### config.mk
export PLATFORM = sky130hd
export DESIGN_NAME = alu_share_arbiter
export DESIGN_NICKNAME = d
export VERILOG_FILES = /design/src/rtl/alu_share_arbiter.sv
export SDC_FILE = /design/constraint.sdc
export NUM_CORES = 1
export LEC_CHECK = 0
export CAP_MARGIN = 20
export CORE_MARGIN = 2
export CORE_UTILIZATION = 46
export CTS_BUF_LIST = sky130_fd_sc_hd__clkbuf_16
export DETAILED_ROUTE_END_ITERATION = 10
export HOLD_SLACK_MARGIN = 0.02
export PLACE_DENSITY = 0.95
export SYNTH_ARGS = -nofsm -noshare
export SYNTH_HDL_FRONTEND = slang
export SYNTH_HIERARCHICAL = 1
export SYNTH_SLANG_ARGS = --single-unit
### constraint.sdc
create_clock -name clk -period 4.6 [get_ports clk]
set_clock_uncertainty 0.2 [all_clocks]
set_input_delay 0.92 -clock clk [delete_from_list [all_inputs] [get_ports clk]]
set_output_delay 0.92 -clock clk [all_outputs]
set_load 0.02 [all_outputs]
### src/rtl/alu_share_arbiter.sv
// alu_share_arbiter: round-robin sharing of one single-cycle ALU between two
// requesters. Each operation runs IDLE -> EXEC -> RESP. The result is held in
// a per-requester slot until the winning requester takes it.

// Per-requester result holding register. It loads on the EXEC strobe and
// otherwise keeps its last value.
module alu_share_resp_slot #(
  parameter int WIDTH = 32
) (
  input  logic             clk,
  input  logic             rst_n,
  input  logic             i_cap,
  input  logic [WIDTH-1:0] i_data,
  input  logic             i_zero,
  output logic [WIDTH-1:0] o_data,
  output logic             o_zero
);
  logic [WIDTH-1:0] r_data;
  logic             r_zero;

  // capture the ALU result when this slot's requester owns the EXEC cycle
  always_ff @(posedge clk or negedge rst_n) begin
    if (!rst_n) begin
      r_data <= '0;
      r_zero <= 1'b0;
    end else if (i_cap) begin
      r_data <= i_data;
      r_zero <= i_zero;
    end
  end

  assign o_data = r_data;
  assign o_zero = r_zero;
endmodule

module alu_share_arbiter #(
  parameter int WIDTH = 32
) (
  input  logic             clk,
  input  logic             rst_n,
  input  logic             r0_req_valid,
  input  logic             r1_req_valid,
  output logic             r0_req_ready,
  output logic             r1_req_ready,
  input  logic [1:0]       r0_alu_op,
  input  logic [1:0]       r1_alu_op,
  input  logic [2:0]       r0_func3,
  input  logic [2:0]       r1_func3,
  input  logic [6:0]       r0_func7,
  input  logic [6:0]       r1_func7,
  input  logic [WIDTH-1:0] r0_a,
  input  logic [WIDTH-1:0] r0_b,
  input  logic [WIDTH-1:0] r1_a,
  input  logic [WIDTH-1:0] r1_b,
  output logic             r0_resp_valid,
  output logic             r1_resp_valid,
  input  logic             r0_resp_ready,
  input  logic             r1_resp_ready,
  output logic [WIDTH-1:0] r0_resp_data,
  output logic [WIDTH-1:0] r1_resp_data,
  output logic             r0_resp_zero,
  output logic             r1_resp_zero,
  output logic [1:0]       alu_operation,
  output logic [2:0]       alu_func3,
  output logic [6:0]       alu_func7,
  output logic [WIDTH-1:0] alu_a,
  output logic [WIDTH-1:0] alu_b,
  output logic             alu_en,
  input  logic [WIDTH-1:0] alu_result,
  input  logic             alu_zero,
  output logic             busy
);
  localparam int NREQ = 2;

  typedef enum logic [1:0] {IDLE, EXEC, RESP} state_t;

  typedef struct packed {
    logic [1:0]       op;
    logic [2:0]       f3;
    logic [6:0]       f7;
    logic [WIDTH-1:0] a;
    logic [WIDTH-1:0] b;
    logic             gid;
  } opnd_t;

  state_t                      r_state, w_state_nxt;
  logic                        r_last_grant;
  opnd_t                       r_opnd;
  opnd_t [NREQ-1:0]            w_req;
  logic  [NREQ-1:0]            w_req_valid;
  logic  [NREQ-1:0]            w_resp_ready;
  logic  [NREQ-1:0]            w_grant;
  logic  [NREQ-1:0]            w_resp_valid;
  logic  [NREQ-1:0]            w_resp_zero;
  logic  [NREQ-1:0][WIDTH-1:0] w_resp_data;
  logic                        w_hs;
  logic                        w_exec;

  // Gather both requester channels into arrays so the rest of the block is
  // indexed by requester id.
  assign w_req[0] = '{op: r0_alu_op, f3: r0_func3, f7: r0_func7, a: r0_a, b: r0_b, gid: 1'b0};
  assign w_req[1] = '{op: r1_alu_op, f3: r1_func3, f7: r1_func7, a: r1_a, b: r1_b, gid: 1'b1};
  assign w_req_valid  = {r1_req_valid, r0_req_valid};
  assign w_resp_ready = {r1_resp_ready, r0_resp_ready};

  // Round-robin grant, offered only in IDLE. On a tie the requester that did
  // not win last time is preferred. A grant doubles as req_ready.
  always_comb begin
    w_grant = '0;
    if (r_state == IDLE) begin
      if (w_req_valid[0] && (!w_req_valid[1] || r_last_grant))
        w_grant[0] = 1'b1;
      else if (w_req_valid[1])
        w_grant[1] = 1'b1;
    end
  end

  assign w_hs   = |w_grant;
  assign w_exec = (r_state == EXEC);

  // next-state: one EXEC cycle, then hold RESP until the winner takes it
  always_comb begin
    w_state_nxt = r_state;
    case (r_state)
      IDLE:    if (w_hs) w_state_nxt = EXEC;
      EXEC:    w_state_nxt = RESP;
      RESP:    if (w_resp_ready[r_opnd.gid]) w_state_nxt = IDLE;
      default: w_state_nxt = IDLE;
    endcase
  end

  // state register
  always_ff @(posedge clk or negedge rst_n) begin
    if (!rst_n) r_state <= IDLE;
    else        r_state <= w_state_nxt;
  end

  // Operand register and grant history, loaded on the handshake. The last
  // grant resets to 1 so requester 0 wins the first tie.
  always_ff @(posedge clk or negedge rst_n) begin
    if (!rst_n) begin
      r_opnd       <= '0;
      r_last_grant <= 1'b1;
    end else if (w_hs) begin
      r_opnd       <= w_req[w_grant[1]];
      r_last_grant <= w_grant[1];
    end
  end

  // One result slot per requester, so the loser's response outputs keep
  // their last value.
  for (genvar g = 0; g < NREQ; g++) begin : g_slot
    alu_share_resp_slot #(.WIDTH(WIDTH)) u_slot (
      .clk    (clk),
      .rst_n  (rst_n),
      .i_cap  (w_exec && (r_opnd.gid == 1'(g))),
      .i_data (alu_result),
      .i_zero (alu_zero),
      .o_data (w_resp_data[g]),
      .o_zero (w_resp_zero[g])
    );
    assign w_resp_valid[g] = (r_state == RESP) && (r_opnd.gid == 1'(g));
  end

  assign r0_req_ready  = w_grant[0];
  assign r1_req_ready  = w_grant[1];
  assign r0_resp_valid = w_resp_valid[0];
  assign r1_resp_valid = w_resp_valid[1];
  assign r0_resp_data  = w_resp_data[0];
  assign r1_resp_data  = w_resp_data[1];
  assign r0_resp_zero  = w_resp_zero[0];
  assign r1_resp_zero  = w_resp_zero[1];

  // The ALU-facing fields come straight from the operand register. They are
  // only meaningful while alu_en is high.
  assign alu_operation = r_opnd.op;
  assign alu_func3     = r_opnd.f3;
  assign alu_func7     = r_opnd.f7;
  assign alu_a         = r_opnd.a;
  assign alu_b         = r_opnd.b;
  assign alu_en        = w_exec;
  assign busy          = (r_state != IDLE);
endmodule

==> flow_summary.json, run 1 <==
{
  "synth_top_area_cell": "dfrtp_1",
  "ant_nets": 0,
  "dr.max_layer_used": "met4",
  "wl_per_cell_um": 20.6,
  "drive_gt1_share_pct": 15.3,
  "synthMostInstantiatedCell": "dfrtp_1",
  "htree_levels": 4,
  "nFillCells": 1088,
  "power_leakage_uw": 0.00462,
  "hold_end": "g_slot[1].u_slot/o_data[1]",
  "yosys-top-cells-area": "dfrtp_1 48%, mux2_4 12%, buf_4 8.0%, o311ai_1 6.5%, nand3_1 5.0%",
  "synth_ff_type": "dfrtp_1",
  "synth_area_mm2": 0.00754,
  "power.density_mw_per_mm2": 743,
  "finalMaxSlewViolations": 0,
  "postSynthAreaPerCell_um2": 11.2,
  "arrival_ns": 2.62,
  "ys_async_sr_fraction_pct": 100,
  "route.detailed.drc": 0,
  "synth_cell_types": 24,
  "cts.clk_slew.worst_paths_ns": 0.06,
  "crit_type": "input pin to output port",
  "ys_seq_elements": 146,
  "fmax_mhz": 268,
  "wl_met1_mm": 8.80,
  "ir_worst_vdd_v": 0.000522,
  "required_ns": 3.48,
  "ys_warn_count": 6,
  "grtUsageTotal_pct": 27.1,
  "slowest_stage": "clkdlybuf4s50_1",
  "ios": 339,
  "grt_setup_unrepaired": "no",
  "grt_pass1_vias": 6506,
  "rows": 46,
  "grt_pass1_wl_mm": 36.7,
  "crit_chain": "clkdlybuf4s50_1, nor3b_4, and2_4, clkdlybuf4s50_1",
  "chipWidth_um": 132,
  "totalNegativeSetupSlack_ns": 0,
  "reg2reg_from": "r_state[1]",
  "hold_start": "g_slot[1].u_slot/o_data[1]",
  "drt_pass1_iterations": 4,
  "critPathBufInv": 2,
  "hold_depth": 1,
  "post_drt_via_cell_ratio": 5.44,
  "route.met3.wl_mm": 1.89,
  "initial_utilization_pct": 47.3,
  "fin_nets": 1098,
  "wl_met2_mm": 11.9,
  "fp.dieArea_mm2": 0.0174,
  "postCtsHoldBufs": 0,
  "status": "finished clean",
  "post_cts_resized": 0,
  "grt-ovfl-total": 0,
  "synth_edf_count": 0,
  "cts_buffers": 17,
  "dpl.hpwl_mm": 16.5,
  "timing.rr.end": "g_slot[1].u_slot/o_data[24]",
  "crit_family": "buffers and inverters",
  "hold_viol": 0,
  "whs_ns": 0.308,
  "post_cts_buffers": 0,
  "ys_seq_area_share_pct": 48.4,
  "synth_nets": 863,
  "worst-slew-pin-transition_ns": 1.02,
  "syn_inst": 672,
  "path_depth": 4,
  "place.gp.congestion": 0.744,
  "cts_tree": "built",
  "drt_wl_total_mm": 23.4,
  "slowest_delay_ns": 0.62,
  "antenna_found_initial": 1,
  "rrSetupSlack_ns": 2.02,
  "fp.coreArea_mm2": 0.0159,
  "cts_root_buffer": "clkbuf_16",
  "path_max_fanout": 4,
  "yosys-top-cells-count": "145 x dfrtp_1, 80 x buf_4, 78 x inv_1",
  "synth_top_area_share_pct": 48.1,
  "grt_max_degree": 86,
  "drt_iter0_markers": 401,
  "area_delta_synth_final_pct": 45.4,
  "min_path_type": "register to register",
  "portBuffers": 338,
  "num_vias": 6181,
  "timing.final.crit_share_pct": 81.2,
  "clock_path_buffers": 2,
  "finalSetupViolations": 0,
  "die_h_um": 132,
  "r2r_cells": 4,
  "cts.sinks": 146,
  "cp-start-kind": "input pin",
  "cpMostUsedCell": "clkdlybuf4s50_1",
  "min_period_ns": 3.74,
  "critPathCaptureType": "output port",
  "insertion_delay_ns": 0.41,
  "slew_headroom_pct": 31.9,
  "max_cap_violations": 0
}
## cells in the final DEF, fill, tap and decap left out, types with 2 or more instances in the layout
master	n
buf_4	9
clkbuf_16	17
clkdlybuf4s50_1	337
clkinv_4	3
clkinv_8	2
clkinvlp_4	2
dfrtp_1	145
inv_1	78
inv_2	2
inv_6	5
inv_8	2
mux2_2	7
mux2_4	60
nand2b_1	3
nand3_1	76
nor2_1	5
nor2_4	3
o21ai_0	76
o311ai_1	56
o311ai_2	20
## how the worst max path moves through the flow
stage	from	to	slack, ns
floorplan	r1_req_valid	r1_req_ready	1.80
global placement	r1_req_valid	r1_req_ready	0.87
detailed placement	r1_req_valid	r1_req_ready	0.85
CTS	r1_req_valid	r1_req_ready	0.84
global route	r1_req_valid	r1_req_ready	0.78
finish	r1_req_valid	r1_req_ready	0.86
## worst register-to-register path, delay by kind of cell (launching register included)
| kind | cells | cell delay (ns) |
|---|---|---|
| buffers and inverters | 1 | 0.41 |
| DFF | 1 | 0.44 |
| muxes | 1 | 0.33 |
| and+or+nand+nor | 2 | 1.09 |
## registers in the layout (all words and copies together), names as in the netlist
register / count
g_slot.u_slot/o_data: 64
alu_a: 32
alu_b: 32
alu_func7: 7
alu_func3: 3
alu_operation: 2
g_slot.u_slot/o_zero: 2
r_state: 2
r_last_grant: 1
r_opnd: 1
## cell families (layout without fill, tap and decap cells)
| logic type | after synthesis | count (layout) | share of synthesized area, % |
|---|---|---|---|
| buffers and inverters | 212 | 460 | 16.2 |
| AOI/OAI and AO/OA | 155 | 155 | 16.1 |
| DFF | 146 | 146 | 48.4 |
| and+or+nand+nor | 92 | 92 | 6.27 |
| muxes | 67 | 67 | 13.0 |
| other | 0 | 1 | 0 |
## final cells by class
cell class	count	area, µm²	share of cell area [%]
clock inverter	15	145	1.32
multi-input combinational	314	2700	24.6
timing repair buffer	348	3470	31.6
inverter	80	300	2.74
tap	216	270	2.46
antenna	1	2.50	0.0228
sequential	146	3650	33.3
clock buffer	17	425	3.88
## per-layer routing
| layer | global-route usage (%) | up-vias |
|---|---|---|
| met3 | 8.69 | 60 |
| met4 | 10.2 | 0 |
| met2 | 47.1 | 337 |
| met5 | 0 | - |
| met1 | 31.0 | 3014 |
| li1 | - | 2770 |
## through the flow
| stage | util (%) | instance area, µm² | cells | worst slack (ns) | total power, µW |
|---|---|---|---|---|---|
| after detailed placement | 65.2 | 10400 | 1104 | 0.848 | 6830 |
| after CTS | 68.8 | 11000 | 1136 | 0.837 | 8200 |
| after floorplan | - | 7540 | 672 | 1.80 | 5360 |
| after global routing | 68.8 | 11000 | 1137 | 0.783 | 8550 |
| after global placement | 65.2 | 10400 | 1104 | 0.874 | 6640 |
| final | 68.8 | 11000 | 1137 | 0.865 | 8150 |
## report_power, final
group	internal, µW	total, µW	switching, µW
combinational	2190	4470	2290
clock	716	1330	610
sequential	1960	2350	388
total	4870	8150	3290
Power figures use the tool's default switching activity.
==> inputs of run 2 (changes only) <==
--- a/config.mk
+++ b/config.mk
@@ -7,11 +7,11 @@
 export LEC_CHECK = 0
 export CAP_MARGIN = 20
 export CORE_MARGIN = 2
-export CORE_UTILIZATION = 46
+export CORE_UTILIZATION = 42
 export CTS_BUF_LIST = sky130_fd_sc_hd__clkbuf_16
 export DETAILED_ROUTE_END_ITERATION = 10
 export HOLD_SLACK_MARGIN = 0.02
-export PLACE_DENSITY = 0.95
+export PLACE_DENSITY = 0.91
 export SYNTH_ARGS = -nofsm -noshare
 export SYNTH_HDL_FRONTEND = slang
 export SYNTH_HIERARCHICAL = 1
==> constraint.sdc (replaced) <==
create_clock -name clk -period 3.55 [get_ports clk]
set_clock_uncertainty 0.2 [all_clocks]
set_input_delay 0.71 -clock clk [delete_from_list [all_inputs] [get_ports clk]]
set_output_delay 0.71 -clock clk [all_outputs]
set_load 0.02 [all_outputs]
==> run 2 against run 1 <==
Against the previous run: wire length decreased by 4.5%; sequential power increased by 30%; register-to-register slack got worse by 0.87 ns; hold slack got worse by 0.23 ns; first-iteration DRC count decreased by 25%; design area increased by 0.63%; sequential share of layout area decreased by 0.21 points.
==> flow_summary.json, run 2 (synthesized netlist as in run 1, its figures left out) <==
{
  "r2r_cells": 5,
  "chipWidth_um": 138,
  "area_delta_synth_final_pct": 46.3,
  "finalSetupViolations": 0,
  "ios": 339,
  "timing.final.crit_share_pct": 88.7,
  "slew_headroom_pct": 41.2,
  "fmax_mhz": 318,
  "drt_wl_total_mm": 22.4,
  "insertion_delay_ns": 0.41,
  "crit_type": "input pin to output port",
  "htree_levels": 4,
  "timing.rr.end": "alu_b[16]",
  "cts_root_buffer": "clkbuf_16",
  "path_max_fanout": 5,
  "initial_utilization_pct": 42.4,
  "final_cell_mix": "337 x clkdlybuf4s50_1, 145 x dfrtp_1, 79 x inv_1",
  "cts.sinks": 146,
  "post_cts_buffers": 0,
  "drive_gt1_share_pct": 15.7,
  "cts_buffers": 17,
  "critPathCaptureType": "output port",
  "place.gp.congestion": 0.837,
  "arrival_ns": 2.24,
  "rrSetupSlack_ns": 1.15,
  "required_ns": 2.64,
  "rows": 49,
  "dp_cells": 1122,
  "antenna_found_initial": 1,
  "min_path_type": "input pin to async pin",
  "worst-slew-pin-transition_ns": 0.883,
  "hold_viol": 0,
  "post_cts_resized": 0,
  "largest_reg_flops": 64,
  "max_cap_violations": 0,
  "fp.dieArea_mm2": 0.0191,
  "portBuffers": 338,
  "postCtsHoldBufs": 0,
  "ant_nets": 0,
  "fp.coreArea_mm2": 0.0178,
  "route.detailed.drc": 0,
  "power_leakage_uw": 0.00464,
  "post_drt_via_cell_ratio": 5.31,
  "die_h_um": 138,
  "finalMaxSlewViolations": 0,
  "drt_pass1_iterations": 5,
  "grt_pass1_vias": 6258,
  "num_vias": 6129,
  "grtUsageTotal_pct": 23.3,
  "totalNegativeSetupSlack_ns": 0,
  "ir_worst_vdd_v": 0.000560,
  "grt_setup_unrepaired": "no",
  "status": "finished clean",
  "grt_max_degree": 79,
  "cp-start-kind": "input pin",
  "stdcell_count": 1155,
  "grt_pass1_wl_mm": 35.5,
  "cts.clk_slew.worst_paths_ns": 0.06,
  "drt_iter0_markers": 301,
  "fin_nets": 1103,
  "dpl.hpwl_mm": 15.7,
  "clock_path_buffers": 2,
  "min_period_ns": 3.15,
  "cts_tree": "built",
  "power.density_mw_per_mm2": 960,
  "wl_per_cell_um": 19.4,
  "layout.cells.most_common": "clkdlybuf4s50_1",
  "grt-ovfl-total": 0,
  "reg2reg_from": "r_state[0]"
}
[run 2: layout make-up]
| class | instances | area [µm²] |
|---|---|---|
| fillers | 1374 | 6740 |
| clock inverters | 15 | 148 |
| repair buffers | 353 | 3520 |
| well taps | 229 | 287 |
| flip-flops and latches | 146 | 3650 |
| diodes | 1 | 2.50 |
| multi-input cells | 314 | 2700 |
| clock buffers | 17 | 425 |
| inverters | 80 | 300 |
[run 2: critical path, cell delays in order]
cell	delay, ns
clkdlybuf4s50_1	0.66
and3_1	0.24
clkdlybuf4s50_1	0.63
[run 2: layer usage]
layer  part of all wire (%)  vias up  global-route usage [%]
met2                     49      328                    37.0
met3                    7.5       39                    6.96
li1                       -     2765                       -
met1                     41     2997                    30.2
met5                      0        -                       0
met4                    2.7        0                    8.70
[run 2: power breakdown]
| part | internal [µW] | leakage [µW] | switching (µW) |
|---|---|---|---|
| sequential | 2540 | 0.00174 | 520 |
| clock | 986 | 0.000273 | 776 |
| combinational | 2850 | 0.00263 | 2920 |
| total | 6380 | 0.00464 | 4220 |
[run 2: how the worst max path moves through the flow]
stage,from,to
2_1_floorplan,r1_req_valid,r1_req_ready
3_3_place_gp,r1_req_valid,r1_req_ready
3_5_place_dp,r0_req_valid,r1_req_ready
4_1_cts,r0_req_valid,r1_req_ready
5_1_grt,r0_req_valid,r0_req_ready
6_report,r0_req_valid,r0_req_ready
[run 2: stage by stage]
step	hold slack, ns	cell area, µm²	utilization (%)	power [µW]	worst slack (ns)
after floorplan	0.214	7540	-	6940	1.17
after global placement	0.290	10500	58.9	8660	0.384
after detailed placement	0.297	10500	58.9	8870	0.397
after global routing	0.100	11000	62.1	11100	0.340
after CTS	0.0801	11000	62.1	10700	0.385
final	0.0767	11000	62.1	10600	0.401
